`src/rtl/quad_decoder.sv`:
```
// Quadrature decoder: synchronizes and debounces raw A/B channels, then turns
// filtered Gray-code steps into one-clock Up/Down pulses (err on a double change).
module quad_decoder #(
  parameter int FILT_LEN = 4
) (
  input  logic       clk,
  input  logic       reset,
  input  logic       A_in,
  input  logic       B_in,
  input  logic       en,
  output logic       Up,
  output logic       Down,
  output logic       err,
  output logic       ready,
  output logic [2:0] state_dbg
);

  typedef enum logic [2:0] {
    INIT = 3'd0,
    S00  = 3'd1,
    S10  = 3'd2,
    S11  = 3'd3,
    S01  = 3'd4
  } state_t;

  localparam logic [3:0] LAST = 4'(FILT_LEN - 1);

  // Channel vectors are packed {A, B}; index 1 is A, index 0 is B.
  logic [1:0] sync1_q, sync1_d, sync2_q, sync2_d;
  logic [3:0] cnt_q [2];
  logic [3:0] cnt_d [2];
  logic [1:0] filt_q, filt_d;
  logic [3:0] stab_q, stab_d;
  state_t     state_q, state_d;
  logic       up_q, up_d, down_q, down_d, err_q, err_d, ready_q, ready_d;

  function automatic state_t enc(input logic [1:0] ab);
    case (ab)
      2'b00:   enc = S00;
      2'b10:   enc = S10;
      2'b11:   enc = S11;
      default: enc = S01;
    endcase
  endfunction

  function automatic logic [1:0] dec(input state_t s);
    case (s)
      S10:     dec = 2'b10;
      S11:     dec = 2'b11;
      S01:     dec = 2'b01;
      default: dec = 2'b00;
    endcase
  endfunction

  // Forward rotation is A leading B: 00 -> 10 -> 11 -> 01 -> 00.
  function automatic logic [1:0] fwd_next(input logic [1:0] ab);
    case (ab)
      2'b00:   fwd_next = 2'b10;
      2'b10:   fwd_next = 2'b11;
      2'b11:   fwd_next = 2'b01;
      default: fwd_next = 2'b00;
    endcase
  endfunction

  always_comb begin
    sync1_d = {A_in, B_in};
    sync2_d = sync1_q;
    filt_d  = filt_q;
    for (int i = 0; i < 2; i++) begin
      cnt_d[i] = '0;
      if (sync2_q[i] != filt_q[i]) begin
        // Accept on the clock the count would hit FILT_LEN; counter restarts.
        if (cnt_q[i] == LAST) filt_d[i] = sync2_q[i];
        else                  cnt_d[i] = cnt_q[i] + 4'd1;
      end
    end
  end

  always_comb begin
    logic [1:0] prev;
    logic [1:0] diff;
    state_d = state_q;
    stab_d  = stab_q;
    ready_d = ready_q;
    up_d    = 1'b0;
    down_d  = 1'b0;
    err_d   = 1'b0;
    prev    = dec(state_q);
    diff    = prev ^ filt_q;
    if (state_q == INIT) begin
      ready_d = 1'b0;
      if (sync2_q == filt_q) begin
        if (stab_q == LAST) begin
          state_d = enc(filt_q);
          ready_d = 1'b1;
          stab_d  = '0;
        end else begin
          stab_d = stab_q + 4'd1;
        end
      end else begin
        stab_d = '0;
      end
    end else begin
      state_d = enc(filt_q);
      if (diff == 2'b11) begin
        err_d = en;
      end else if (diff != 2'b00) begin
        up_d   = en & (filt_q == fwd_next(prev));
        down_d = en & (filt_q != fwd_next(prev));
      end
    end
  end

  always_ff @(posedge clk or negedge reset) begin
    if (!reset) begin
      sync1_q <= '0;
      sync2_q <= '0;
      cnt_q[0] <= '0;
      cnt_q[1] <= '0;
      filt_q  <= '0;
      stab_q  <= '0;
      state_q <= INIT;
      up_q    <= 1'b0;
      down_q  <= 1'b0;
      err_q   <= 1'b0;
      ready_q <= 1'b0;
    end else begin
      sync1_q <= sync1_d;
      sync2_q <= sync2_d;
      cnt_q[0] <= cnt_d[0];
      cnt_q[1] <= cnt_d[1];
      filt_q  <= filt_d;
      stab_q  <= stab_d;
      state_q <= state_d;
      up_q    <= up_d;
      down_q  <= down_d;
      err_q   <= err_d;
      ready_q <= ready_d;
    end
  end

  assign Up        = up_q;
  assign Down      = down_q;
  assign err       = err_q;
  assign ready     = ready_q;
  assign state_dbg = state_q;

endmodule

```
`config.mk`:
```
export PLATFORM = sky130hd
export DESIGN_NAME = quad_decoder
export DESIGN_NICKNAME = d
export VERILOG_FILES = /design/src/rtl/quad_decoder.sv
export SDC_FILE = /design/constraint.sdc
export NUM_CORES = 1
export LEC_CHECK = 0
export ABC_CLOCK_PERIOD_IN_PS = 2000
export BUFFER_PORTS_ARGS = -buffer_cell sky130_fd_sc_hd__buf_2
export CORE_UTILIZATION = 45
export DETAILED_ROUTE_END_ITERATION = 10
export SYNTH_ARGS = -nofsm -noshare
export SYNTH_HDL_FRONTEND = slang
export SYNTH_SLANG_ARGS = --single-unit
```
`constraint.sdc`:
```
create_clock -name clk -period 2 [get_ports clk]
set_clock_uncertainty 0.2 [all_clocks]
set_input_delay 0.2 -clock clk [delete_from_list [all_inputs] [get_ports clk]]
set_output_delay 0.2 -clock clk [all_outputs]
set_load 0.01 [all_outputs]
```
==> impl_results.md <==
- Status: finished clean
- Largest net degree at the start of global routing: 26
- Antenna fix cells: 0
- Synthesized area per cell: 11.10 um2
- Mapped Area: 1210 um2
- Detailed Routing Iterations Pass 1: 4
- CP Capture Type: flop
- Post-CTS Setup Bufs: 0
- Hold Path Class: flop to flop
- Worst slew margin: 63.10%
- Initial antenna violation count: 0
- Via count: just over 800
- Post-synthesis register bit count: 25
- Crit Path Class: flop to flop
- Sequential-to-total area share from yosys stat: 51.71%
- Worst Tran Pin Value: between 500 and 600 ps
- Clock transition at path regs: roughly 130 ps
- Sw frac: 36.72%
- Post-synthesis cell type count: 37
- Commonest non-fill, non-tap cell in the layout: dfrtp_1
- MaxCap Viol Count: 0
- Die footprint: 2900 um2
- Worst reg2reg path depth: 3
- PortBufs: 11
- Cell Int Power: roughly 0.95 mW
- CP required: 2020 ps
- Final period util: 83.65%
- Final min period: 1673 ps
- Worst Setup SP: state_dbg[0]
- Max Transition Viols Final: 0
- Worst R2R End: stab_q[3]
- Worst Path Buf+Inv: 0
- Starting Density: 48.40%
- Synth-to-layout area growth: 11.38%
- Critical Path AT: 1690 ps
- Average wire per standard cell: between 10 and 15 um
- Syn Nets: 120
- Core area: 2500 um2
- TNS Setup: 0 ps
- Critical path's top delay family: flip-flops
- Hold Violations, Final: 0
- Post-DRT Antenna Nets: 0
- Crit path max fanout: 12
- Unrepaired setup endpoints after global routing: no
- DRT iter0 DRCs: 14
- Clock buffer count from CTS: 3
- Worst path depth: 3
- Syn. warnings: 0
- Share of cells above drive strength 1: roughly 20%
- CP max stage cell: dfrtp_1
- Final setup vio count: 0
- CTS sink cnt: 25
- Crit-path max cell delay: 510 ps
- GRT Total Usage: ~17%
- First-pass GRT wire length: 3374 um
- Hpwl dp: roughly 1400 um
- F_max: 0.5977 GHz
- Syn Inst Count: 109
- Power per cell area: 1111 nW/um2
- Nets: 137
- Grt total ovfl: 0
- Vias per cell: 5.232
- GPL Wtd Cong: ~0.79
- Drt total wl: 2005 um
- FP Rows: 18
- H-tree levels: 1
- R2R Setup Slk: 330 ps
- Top Ports: 12
- Post-route DRC: 0
- Clk buf depth: 2
- DIE HEIGHT: 53.85 um
- Leakage: just over 0.6 nW
- Cell chain of the critical path: or3_4, a31o_1, a22o_1
- Vias in the first global route: 753
- Core Util, Final: around 54%
- Crit path launch type: flop
- Worst skew pair latency: 310 ps
- Clock root buffer: clkbuf_4
- Worst vdd ir: between 0.5 and 0.6 mV
- CP Capture Point: stab_q[3]
- Clk pwr share: around 15%
- Switch Pwr: between 0.5 and 0.6 mW
- Reg power frac: 46.5%
- CTS tree: built
- DIE WIDTH: 53.85 um
- Gate power share: between 30% and 40%
- Leading cell types in the layout, fill and taps excluded: dfrtp_1 (25), buf_2 (11), nand2_1 (9), nor2_1 (9), ha_1 (6)
- Worst R2R Start: state_dbg[0]
timing repair:
item,in CTS,in global routing
endpoints found under the setup margin,0,0
hold endpoints to repair,30,0
gates resized for setup,0,0
hold buffers,4,0
power groups by stage:
stage	clock network, mW	registers [mW]	logic (mW)
2_1_floorplan	0	0.682	0.485
3_3_place_gp	0	0.702	0.566
3_5_place_dp	0	0.708	0.584
4_1_cts	0.233	0.697	0.591
5_1_grt	0.249	0.712	0.667
6_report	0.218	0.696	0.582
worst reg2reg max path, stage by stage, from the launching register on:
cell	delay [ps]
dfrtp_1	510
or3_4	450
a31o_1	200
a22o_1	220
final cells by class:
cell class	instances	area (um2)
fill	232	1152
clock buffer	3	22.52
clock inverter	1	5.005
sequential	25	625.6
inverter	3	11.26
tap	30	37.54
timing repair buffer	17	110.1
multi-input combinational	76	535.5
state kept, by name, indices dropped and copies added, names as in the netlist, 2 cells and up:
signal     flops
state_dbg      3
cnt_q          8
stab_q         4
sync1_q        2
sync2_q        2
filt_q         2
routing by layer:
layer | wire, um | track usage [%] | vias to the layer above
li1 | - | - | 413
met1 | 963 | 21.61 | 379
met2 | 944 | 27.16 | 15
met4 | 46 | 9.211 | 0
met3 | 51 | 2.542 | 4
met5 | 0 | 0 | -
how the worst min path moves through the flow:
stage	startpoint	endpoint	slack (ps)	cells past startpoint
4_1_cts	sync1_q[0]	sync2_q[0]	170	0
2_1_floorplan	reset	Down	-300	0
6_report	sync1_q[0]	sync2_q[0]	160	0
5_1_grt	sync1_q[1]	sync2_q[1]	170	0
3_5_place_dp	reset	Down	30	1
3_3_place_gp	reset	Down	20	1
synthesized netlist by cell type (all sizes together):
cell / n / area [um2]
buf: 5 / 37.53
a22o: 2 / 18.77
nor2: 9 / 33.78
mux2i: 1 / 10.01
nor3: 4 / 20.02
o22ai: 1 / 6.260
a32o: 1 / 10.01
o311a: 1 / 10.01
mux2: 1 / 11.26
a21oi: 1 / 5.000
a31oi: 1 / 6.260
o31a: 1 / 8.760
nor3b: 3 / 22.52
a31o: 2 / 17.52
inv: 3 / 11.26
or2: 1 / 6.260
o221ai: 1 / 8.760
nand3: 5 / 25.02
xnor2: 3 / 41.29
ha: 6 / 75.07
or3b: 2 / 17.52
a211oi: 2 / 15.01
or2b: 1 / 7.510
nor2b: 4 / 25.02
o21ai: 4 / 20.02
and3: 1 / 6.260
nand2: 9 / 33.78
or3: 1 / 11.26
nand2b: 2 / 12.51
nor4b: 2 / 17.52
dfrtp: 25 / 625.6
xor2: 2 / 17.52
o21a: 1 / 7.510
nand3b: 1 / 7.510
stage by stage:
stage               cell area, um2  power (mW)  hold slack (ps)  instances  setup slack, ps
floorplan                     1210       1.166           -295.6        109            251.5
global placement              1280       1.268            17.38        147            345.7
detailed placement            1280       1.291            27.17        147            336.9
CTS                           1348       1.521            165.2        155            308.3
global route                  1348       1.628            173.0        155            251.3
finish                        1348       1.497            164.5        155            326.9
logic make-up after synthesis:
kind of cell	synth area share [%]
AO/OA/AOI/OAI	11.07
multiplexers	1.758
XOR/XNOR	4.861
AND/OR/NAND/NOR	20.37
flip-flops	51.71
buffers and inverters	4.033
adder cells (fa/ha/maj)	6.205
Note: power is estimated with default switching activity, not from simulation.
